[src/rtl/regfile_wb_scheduler_pkg.sv]
// Shared constants and the round-robin pick helper for the register-file
// writeback scheduler.
package regfile_wb_scheduler_pkg;

  localparam int REG_NUM_DEF = 32;
  localparam int ADDR_W_DEF  = 5;
  localparam int DATA_W_DEF  = 32;

  localparam logic ENABLE  = 1'b1;
  localparam logic DISABLE = 1'b0;

  // last_grant states; MEM at reset so the ALU wins the first tie
  localparam logic [0:0] LG_ALU = 1'b0;
  localparam logic [0:0] LG_MEM = 1'b1;

  typedef logic [1:0] gnt_t;

  localparam gnt_t GNT_NONE = 2'b00;
  localparam gnt_t GNT_ALU  = 2'b01;
  localparam gnt_t GNT_MEM  = 2'b10;

  function automatic gnt_t rr_pick(input logic [1:0] req, input logic [0:0] last);
    gnt_t gnt;
    case (req)
      2'b01:   gnt = GNT_ALU;
      2'b10:   gnt = GNT_MEM;
      2'b11:   gnt = (last == LG_MEM) ? GNT_ALU : GNT_MEM;
      default: gnt = GNT_NONE;
    endcase
    return gnt;
  endfunction

endpackage

[src/rtl/regfile_wb_scheduler_if.sv]
// Handshake, writeback and scoreboard-query signals between the pipeline
// (master) and the writeback scheduler (slave).
interface regfile_wb_scheduler_if #(
  parameter int ADDR_W = 5,
  parameter int DATA_W = 32
) ();

  logic              flush;
  logic              issue_enable;
  logic [ADDR_W-1:0] issue_rd;

  logic              alu_valid;
  logic [ADDR_W-1:0] alu_rd;
  logic [DATA_W-1:0] alu_data;
  logic              alu_ready;

  logic              mem_valid;
  logic [ADDR_W-1:0] mem_rd;
  logic [DATA_W-1:0] mem_data;
  logic              mem_ready;

  logic              write_enable;
  logic [ADDR_W-1:0] write_addr;
  logic [DATA_W-1:0] write_data;

  logic [ADDR_W-1:0] query_addr1;
  logic              query_busy1;
  logic [ADDR_W-1:0] query_addr2;
  logic              query_busy2;

  modport master (
    output flush, issue_enable, issue_rd,
    output alu_valid, alu_rd, alu_data,
    input  alu_ready,
    output mem_valid, mem_rd, mem_data,
    input  mem_ready,
    input  write_enable, write_addr, write_data,
    output query_addr1, query_addr2,
    input  query_busy1, query_busy2
  );

  modport slave (
    input  flush, issue_enable, issue_rd,
    input  alu_valid, alu_rd, alu_data,
    output alu_ready,
    input  mem_valid, mem_rd, mem_data,
    output mem_ready,
    output write_enable, write_addr, write_data,
    input  query_addr1, query_addr2,
    output query_busy1, query_busy2
  );

endinterface

[src/rtl/regfile_wb_scheduler_wb_rr_arbiter.sv]
// Two-request round-robin arbiter (bit 0 = ALU, bit 1 = MEM) that remembers
// the last granted source and alternates on contention.
module wb_rr_arbiter
  import regfile_wb_scheduler_pkg::*;
(
  input  logic       clk,
  input  logic       rst,
  input  logic [1:0] i_req,
  output logic [1:0] o_gnt
);

  logic [0:0] r_last_grant;
  gnt_t       w_gnt;

  // Grant selection from the current requests and the last winner
  always_comb begin
    w_gnt = rr_pick(i_req, r_last_grant);
  end

  assign o_gnt = w_gnt;

  // last_grant tracks every grant and holds when nothing is requested
  always_ff @(posedge clk or posedge rst) begin
    if (rst) begin
      r_last_grant <= LG_MEM;
    end else if (w_gnt == GNT_ALU) begin
      r_last_grant <= LG_ALU;
    end else if (w_gnt == GNT_MEM) begin
      r_last_grant <= LG_MEM;
    end else begin
      r_last_grant <= r_last_grant;
    end
  end

endmodule

[src/rtl/regfile_wb_scheduler.sv]
// Register-file writeback scheduler: arbitrates ALU/MEM writebacks onto the
// single write port and keeps the per-register busy scoreboard.
module regfile_wb_scheduler
  import regfile_wb_scheduler_pkg::*;
#(
  parameter int REG_NUM = REG_NUM_DEF,
  parameter int ADDR_W  = ADDR_W_DEF,
  parameter int DATA_W  = DATA_W_DEF
) (
  input  logic                 clk,
  input  logic                 rst,
  regfile_wb_scheduler_if.slave bus
);

  gnt_t              w_gnt;
  logic              w_any_grant;
  logic [ADDR_W-1:0] w_sel_rd;
  logic [DATA_W-1:0] w_sel_data;

  logic              r_we;
  logic [ADDR_W-1:0] r_waddr;
  logic [DATA_W-1:0] r_wdata;
  logic [REG_NUM-1:0] r_busy;

  logic              w_busy1;
  logic              w_busy2;

  wb_rr_arbiter u_arb (
    .clk   (clk),
    .rst   (rst),
    .i_req ({bus.mem_valid, bus.alu_valid}),
    .o_gnt (w_gnt)
  );

  assign bus.alu_ready = bus.alu_valid & w_gnt[0];
  assign bus.mem_ready = bus.mem_valid & w_gnt[1];
  assign w_any_grant   = |w_gnt;

  // Route the granted source towards the commit register
  always_comb begin
    case (w_gnt)
      GNT_ALU: begin
        w_sel_rd   = bus.alu_rd;
        w_sel_data = bus.alu_data;
      end
      GNT_MEM: begin
        w_sel_rd   = bus.mem_rd;
        w_sel_data = bus.mem_data;
      end
      default: begin
        w_sel_rd   = {ADDR_W{1'b0}};
        w_sel_data = {DATA_W{1'b0}};
      end
    endcase
  end

  // Commit stage; a grant to x0 is consumed but never strobes the port
  always_ff @(posedge clk or posedge rst) begin
    if (rst) begin
      r_we    <= DISABLE;
      r_waddr <= {ADDR_W{1'b0}};
      r_wdata <= {DATA_W{1'b0}};
    end else if (w_any_grant && (w_sel_rd != {ADDR_W{1'b0}})) begin
      r_we    <= ENABLE;
      r_waddr <= w_sel_rd;
      r_wdata <= w_sel_data;
    end else begin
      r_we    <= DISABLE;
      r_waddr <= r_waddr;
      r_wdata <= r_wdata;
    end
  end

  assign bus.write_enable = r_we;
  assign bus.write_addr   = r_waddr;
  assign bus.write_data   = r_wdata;

  // Scoreboard: flush beats issue, issue beats commit-clear, x0 never busy
  always_ff @(posedge clk or posedge rst) begin
    if (rst) begin
      r_busy <= {REG_NUM{1'b0}};
    end else if (bus.flush) begin
      r_busy <= {REG_NUM{1'b0}};
    end else begin
      for (int i = 1; i < REG_NUM; i++) begin
        if (bus.issue_enable && (bus.issue_rd == ADDR_W'(i))) begin
          r_busy[i] <= 1'b1;
        end else if (r_we && (r_waddr == ADDR_W'(i))) begin
          r_busy[i] <= 1'b0;
        end else begin
          r_busy[i] <= r_busy[i];
        end
      end
      r_busy[0] <= 1'b0;
    end
  end

  // Query port 1, hidden while its register commits (regfile bypass)
  always_comb begin
    if (r_we && (r_waddr == bus.query_addr1) &&
        !(bus.issue_enable && (bus.issue_rd == bus.query_addr1))) begin
      w_busy1 = 1'b0;
    end else begin
      w_busy1 = r_busy[bus.query_addr1];
    end
  end

  // Query port 2, same bypass rule as port 1
  always_comb begin
    if (r_we && (r_waddr == bus.query_addr2) &&
        !(bus.issue_enable && (bus.issue_rd == bus.query_addr2))) begin
      w_busy2 = 1'b0;
    end else begin
      w_busy2 = r_busy[bus.query_addr2];
    end
  end

  assign bus.query_busy1 = w_busy1;
  assign bus.query_busy2 = w_busy2;

endmodule

[src/flat_wrapper.sv]
// flat-port wrapper written by rule: the top's interface ports become plain ports
module regfile_wb_scheduler_flat import regfile_wb_scheduler_pkg::*;
#(
  parameter int REG_NUM = REG_NUM_DEF,
  parameter int ADDR_W  = ADDR_W_DEF,
  parameter int DATA_W  = DATA_W_DEF
)
  (clk, rst, bus_flush, bus_issue_enable, bus_issue_rd, bus_alu_valid, bus_alu_rd, bus_alu_data, bus_alu_ready, bus_mem_valid, bus_mem_rd, bus_mem_data, bus_mem_ready, bus_write_enable, bus_write_addr, bus_write_data, bus_query_addr1, bus_query_addr2, bus_query_busy1, bus_query_busy2);
  regfile_wb_scheduler_if #(.ADDR_W(ADDR_W), .DATA_W(DATA_W)) bus_i ();
  input  logic clk;
  input  logic rst;
  input wire logic [$bits(bus_i.flush)-1:0] bus_flush;
  input wire logic [$bits(bus_i.issue_enable)-1:0] bus_issue_enable;
  input wire logic [$bits(bus_i.issue_rd)-1:0] bus_issue_rd;
  input wire logic [$bits(bus_i.alu_valid)-1:0] bus_alu_valid;
  input wire logic [$bits(bus_i.alu_rd)-1:0] bus_alu_rd;
  input wire logic [$bits(bus_i.alu_data)-1:0] bus_alu_data;
  output wire logic [$bits(bus_i.alu_ready)-1:0] bus_alu_ready;
  input wire logic [$bits(bus_i.mem_valid)-1:0] bus_mem_valid;
  input wire logic [$bits(bus_i.mem_rd)-1:0] bus_mem_rd;
  input wire logic [$bits(bus_i.mem_data)-1:0] bus_mem_data;
  output wire logic [$bits(bus_i.mem_ready)-1:0] bus_mem_ready;
  output wire logic [$bits(bus_i.write_enable)-1:0] bus_write_enable;
  output wire logic [$bits(bus_i.write_addr)-1:0] bus_write_addr;
  output wire logic [$bits(bus_i.write_data)-1:0] bus_write_data;
  input wire logic [$bits(bus_i.query_addr1)-1:0] bus_query_addr1;
  input wire logic [$bits(bus_i.query_addr2)-1:0] bus_query_addr2;
  output wire logic [$bits(bus_i.query_busy1)-1:0] bus_query_busy1;
  output wire logic [$bits(bus_i.query_busy2)-1:0] bus_query_busy2;
  assign bus_i.flush = bus_flush;
  assign bus_i.issue_enable = bus_issue_enable;
  assign bus_i.issue_rd = bus_issue_rd;
  assign bus_i.alu_valid = bus_alu_valid;
  assign bus_i.alu_rd = bus_alu_rd;
  assign bus_i.alu_data = bus_alu_data;
  assign bus_alu_ready = bus_i.alu_ready;
  assign bus_i.mem_valid = bus_mem_valid;
  assign bus_i.mem_rd = bus_mem_rd;
  assign bus_i.mem_data = bus_mem_data;
  assign bus_mem_ready = bus_i.mem_ready;
  assign bus_write_enable = bus_i.write_enable;
  assign bus_write_addr = bus_i.write_addr;
  assign bus_write_data = bus_i.write_data;
  assign bus_i.query_addr1 = bus_query_addr1;
  assign bus_i.query_addr2 = bus_query_addr2;
  assign bus_query_busy1 = bus_i.query_busy1;
  assign bus_query_busy2 = bus_i.query_busy2;
  regfile_wb_scheduler #(.REG_NUM(REG_NUM), .ADDR_W(ADDR_W), .DATA_W(DATA_W)) u_core (.clk(clk), .rst(rst), .bus(bus_i));
endmodule
[config.mk]
export PLATFORM = sky130hd
export DESIGN_NAME = regfile_wb_scheduler_flat
export DESIGN_NICKNAME = d
export VERILOG_FILES = /design/src/rtl/regfile_wb_scheduler_pkg.sv /design/src/rtl/regfile_wb_scheduler_if.sv /design/src/rtl/regfile_wb_scheduler_wb_rr_arbiter.sv /design/src/rtl/regfile_wb_scheduler.sv /design/src/flat_wrapper.sv
export SDC_FILE = /design/constraint.sdc
export NUM_CORES = 1
export LEC_CHECK = 0
export BUFFER_PORTS_ARGS = -buffer_cell sky130_fd_sc_hd__clkbuf_2
export CAP_MARGIN = 20
export CORE_MARGIN = 2
export CORE_UTILIZATION = 50
export CTS_BUF_LIST = sky130_fd_sc_hd__clkbuf_8
export DETAILED_ROUTE_END_ITERATION = 12
export PLACE_DENSITY = 0.78
export SETUP_SLACK_MARGIN = 0.1
export SYNTH_ARGS = -nofsm -noshare
export SYNTH_HDL_FRONTEND = slang
export SYNTH_HIERARCHICAL = 1
export SYNTH_SLANG_ARGS = --single-unit
[constraint.sdc]
create_clock -name clk -period 3.1 [get_ports clk]
set_clock_uncertainty 0.1 [all_clocks]
set_input_delay 0.465 -clock clk [delete_from_list [all_inputs] [get_ports clk]]
set_output_delay 0.465 -clock clk [all_outputs]
set_load 0.1 [all_outputs]
Yosys cells after proc, flatten, opt, wreduce, memory -nomap -nowiden
Index checks and enable logic that the tools add are counted.

Order comparisons: 2. Eq/ne operators: 71. Multiplexer cells: 76. Bitwise logic cells: 2. Reduce and logical (&&, ||, !) cells: 105.

Operators with widths (count): == test 5 bit (second input constant) (32); nonzero test 3 bit (31); == test 5 x 4 -> 1 bit (second input constant) (16); logical AND 1 bit (69); two-way mux 1 bit (69); case mux 32 bit (2 select lines) (1); == test 5 x 3 -> 1 bit (second input constant) (8); two-way mux 32 bit (1); == test 5 x 2 -> 1 bit (second input constant) (4); == test 5 bit (4); less-than comparator 5 x 6 -> 1 bit (second input constant) (2); binary-select mux 1 bit (select 5 bit) (2); == test 5 x 1 -> 1 bit (second input constant) (2); case mux 5 bit (2 select lines) (1); == test 2 bit (second input constant) (3); case mux 2 bit (3 select lines) (1); nonzero test 5 bit (1); == test 2 x 1 -> 1 bit (second input constant) (2); bitwise AND 1 bit (2); zero test 1 bit (2); two-way mux 2 bit (1); nonzero test 2 bit (1); OR reduction 2 bit (1).

Bits in registers: 71.

Depth between registers and ports, before layout
Word-level depth: 7. Gate-level depth with buffers: 11.

Hierarchy
The synthesis kept the hierarchy.

By module, submodules not included: regfile_wb_scheduler (times used 1, cells an instance 436, area each 4319.1 um^2); wb_rr_arbiter (times used 1, cells an instance 7, area each 57.6 um^2).

Worst setup path before layout
OpenSTA, ideal clock, no wires.

Path kind: register to output. From: reg u_core.r_waddr[4] (netlist: u_core/bus.write_addr[4]). To: out bus_query_busy2. Arrival time: 3783 ps. Required time: 2535 ps. Path slack: -1248 ps. Stages on the path, launching flop included: 6. Buffers on the path: 1. Path through: dfrtp_1 clkbuf_1 xnor2_1 nand4_1 a311oi_1 a311oi_1.

Word-level cells in the longest chain between the ends: 4.

RTL lines: start, declared (line regfile_wb_scheduler.sv:21) `logic [ADDR_W-1:0] r_waddr;`; start signal, assigned (line regfile_wb_scheduler.sv:61) `r_waddr <= {ADDR_W{1'b0}};`; start signal, assigned (line regfile_wb_scheduler.sv:65) `r_waddr <= w_sel_rd;`; start signal, assigned (line regfile_wb_scheduler.sv:69) `r_waddr <= r_waddr;`; == test 5 bit (line regfile_wb_scheduler.sv:110) `if (r_we && (r_waddr == bus.query_addr2) &&`; logical AND 1 bit (2 in series) (line regfile_wb_scheduler.sv:110); two-way mux 1 bit (line regfile_wb_scheduler.sv:110); end, declared (line flat_wrapper.sv:29) `output wire logic [$bits(bus_i.query_busy2)-1:0] bus_query_busy2;`.

Every way passes these cells.

Final worst setup path
From: reg u_core.u_arb.r_last_grant. To: reg u_core.r_wdata[8] (netlist: u_core/bus.write_data[8]).

Word-level cells in the longest chain between the ends: 6. Elaborated cells on any way between the ends: 9.

RTL lines: start, declared (line regfile_wb_scheduler_wb_rr_arbiter.sv:12) `logic [0:0] r_last_grant;`; start signal, assigned (line regfile_wb_scheduler_wb_rr_arbiter.sv:31) `r_last_grant <= r_last_grant;`; two-way mux 2 bit (*) (line regfile_wb_scheduler_pkg.sv:27) `2'b11: gnt = (last == LG_MEM) ? GNT_ALU : GNT_MEM;`; case mux 2 bit (3 select lines) (*) (line regfile_wb_scheduler_pkg.sv:24) `case (req)`; named net u_core.w_gnt[0] (line regfile_wb_scheduler.sv:15) `gnt_t w_gnt;`; == test 2 bit / == test 2 x 1 -> 1 bit (equally long branches) (line regfile_wb_scheduler.sv:41) `case (w_gnt)`; case mux 5 bit (2 select lines) (line regfile_wb_scheduler.sv:41); nonzero test 5 bit (line regfile_wb_scheduler.sv:63) `end else if (w_any_grant && (w_sel_rd != {ADDR_W{1'b0}})) begin`; logical AND 1 bit (line regfile_wb_scheduler.sv:63); end signal, assigned (line regfile_wb_scheduler.sv:62) `r_wdata <= {DATA_W{1'b0}};`; end signal, assigned (line regfile_wb_scheduler.sv:66) `r_wdata <= w_sel_data;`; end signal, assigned (line regfile_wb_scheduler.sv:70) `r_wdata <= r_wdata;`; end, declared (line regfile_wb_scheduler.sv:22) `logic [DATA_W-1:0] r_wdata;`.

The timed path passes the listed nets; every way through them passes the cells marked *. A chain may end at the register's enable or synchronous reset.

==> metrics.cfg <==
[pwr]
seqPwrFrac_pct=30.8
clockPowerShare_pct=23.6
switchingPower_mw=1.81
p_int_mw=2.01
peakVddDrop_v=0.000456
leakagePower_nw=2.53
swShare_pct=47.5
p_comb_share_pct=45.6
p_total_mw=3.82
p_per_area_nw_per_um2=697

[clock_tree]
cts_setup_buffers=0
clock-sinks=70
htree_num_levels=3
clkTransAtPathRegs_ns=0.08
clockRootBuffer=clkbuf_8
cts_tree=done
cts_buffer_depth=2
numCtsBuffers=9
clock_latency_ns=0.36

[setup_path]
r2r_start=u_core/u_arb/r_last_grant
cp.arrival_ns=2.98
r2r_cells=9
max_stage_delay_ns=0.56
required_ns=3.24
crit_path_end_kind=register
cp_cell_sequence=inv_1 > a21boi_1 > inv_1 > ha_1 > a22o_1 > o41ai_4 > a21oi_4 > buf_12 > mux2_4
regToRegSetupSlack_ns=0.26
r2r_end=u_core/bus.write_data[8]
critPathBufInv=3
slowest_stage=dfstp_2
startpoint_type=register
cp_max_fo=28
critPathTopFamily=compound AO/OA/AOI/OAI gates
cpMostUsedCell=inv_1
crit_type=reg -> reg

[timing]
rsz0062_at_grt=no
hold_slack_ns=0.193
slew_headroom_pct=43.6
min_period_over_period_pct=91.5
slew_violations=0
setup_tns_ns=0
period_needed_ns=2.84
tightest_slew_ns=0.847
hold_violations=0
setup-violations-final=0
fmax_mhz=352

[detailed_routing]
drt-initial-drc-count=407
via_count=4001
ant_nets=0
drt_wl_total_um=12000
wire_per_inst_um=17.7
drc=0
via_per_inst=5.88
firstDrtPassIters=5

[finish]
final_core_util_pct=63.7
mostFrequentLayoutCells=134 x clkbuf_2, 69 x dfrtp_1, 49 x nand2_1
finalNonFillerCells=681
n_antenna_cell=0
area_growth_syn_to_layout_pct=25.1
layout-drive-gt1-share_pct=37.7
final_common_cell=clkbuf_2
final_nets=666

[place]
dpl.hpwl_um=9090
dp_cells=664
gp_congestion=0.912
portBuffers=136

[worst_hold_path]
holdCritStartpoint=bus_alu_valid
hold_depth=2
min_path_type=in -> reg
holdPathEnd=u_core/u_arb/r_last_grant

[floorplanning]
core_area_um2=8590
io_pins=137
dieArea_um2=9520
dieWidth_um=97.6
start_util_pct=50.9
die_y_um=97.6
rows=34

[synthesis]
synth_async_sr_flop_share_pct=100
synth-edff-count=0
synth_area_leaders=dfrtp_1 39%, mux2_4 6.9%, nor2b_1 5.9%
synth_cell_types=38
synth_ff_type=dfrtp_1
synth_seq_cells=70
yosysWarnings=6
ys_seq_area_share_pct=40.1
syn_nets=541
postSynthCellCount=443
avgSynthCellArea_um2=9.88
synth_top_area_cell=dfrtp_1
synth_area_um2=4380
synth_top_area_share_pct=39.5

[global_routing]
grt_usage_pct=25.8
grt_pass1_vias=4062
grt_overflow=0
grt_max_degree=70
antenna_found_initial=0
grt_pass1_wl_um=19600

[outcome]
status=completed

[run]
cap_violations=0

## layout make-up
class	count	area [µm²]
Sequential cell	70	1750
Clock inverter	7	120
Timing Repair Buffer	149	823
Inverter	14	52.6
Fill cell	697	3120
Multi-Input combinational cell	324	2470
Clock buffer	9	124
Tap cell	108	135
## flip-flops by register name, indices dropped and copies added, names as in the netlist
name,flops
u_core/bus.write_addr,5
u_core/r_busy,31
u_core/bus.write_enable,1
u_core/bus.write_data,32
u_core/u_arb/r_last_grant,1
## per-layer routing
layer,track usage (%),share of wire [%],vias up
li1,-,-,1825
met1,32.3,40,1921
met4,10.7,2.6,0
met5,0,0,-
met2,43.7,49,226
met3,5.04,8.0,29
## what timing repair did
item / CTS / global route
hold buffers: 1 / 0
endpoints found under the hold margin: 1 / 0
setup endpoints to repair: 0 / 29
gates resized for setup: 0 / 1
## cells by family after synthesis
family                     Yosys count  synth area share [%]
adders and majority gates            3                 0.858
xor gates and xnor gates            20                  4.00
and+or+nand+nor                    124                  14.2
muxes                               56                  18.4
buffers and inverters               49                  4.92
AOI/OAI and AO/OA                  121                  17.6
DFF                                 70                  40.1
## cell usage after synthesis (3+ instances only)
master and count:
inv_1 14, buf_6 3, nand2_1 49, mux2_2 16, nand4_1 5, nor2_1 11
a22o_1 5, mux4_2 10, nand3_1 4, a311oi_1 4, a221oi_1 4, nand2b_1 5
clkbuf_1 21, mux2i_1 10, o21ai_0 33, a21oi_1 33, xnor2_1 12, xor2_1 8
a22oi_1 32, buf_1 4, buf_2 7, mux2_4 20, dfrtp_1 69, nor2b_1 41
ha_1 3
## per-stage QoR
step                      setup slack, ns  cell area, µm²
after global placement              0.337            5210
after detailed placement            0.207            5210
after CTS                           0.241            5460
after floorplan                     0.127            4410
after global routing                0.112            5470
final                               0.263            5470
## power groups by stage
stage	registers, mW	logic (mW)	clock network, mW
finish	1.17	1.74	0.902
global route	1.19	1.81	0.954
CTS	1.17	1.73	0.913
detailed placement	1.19	1.73	0
global placement	1.19	1.71	0
floorplan	1.98	0.570	0
## worst max-delay path by stage
stage | to | cells after the start | start
detailed placement | u_core/bus.write_data[8] | 9 | bus_alu_valid
finish | u_core/bus.write_data[8] | 9 | u_core/u_arb/r_last_grant
CTS | u_core/bus.write_data[8] | 9 | u_core/u_arb/r_last_grant
floorplan | bus_query_busy2 | 5 | u_core/bus.write_addr[4]
global placement | u_core/bus.write_data[30] | 9 | bus_mem_valid
global route | u_core/bus.write_data[17] | 9 | u_core/u_arb/r_last_grant
Power figures use the tool's default switching activity.
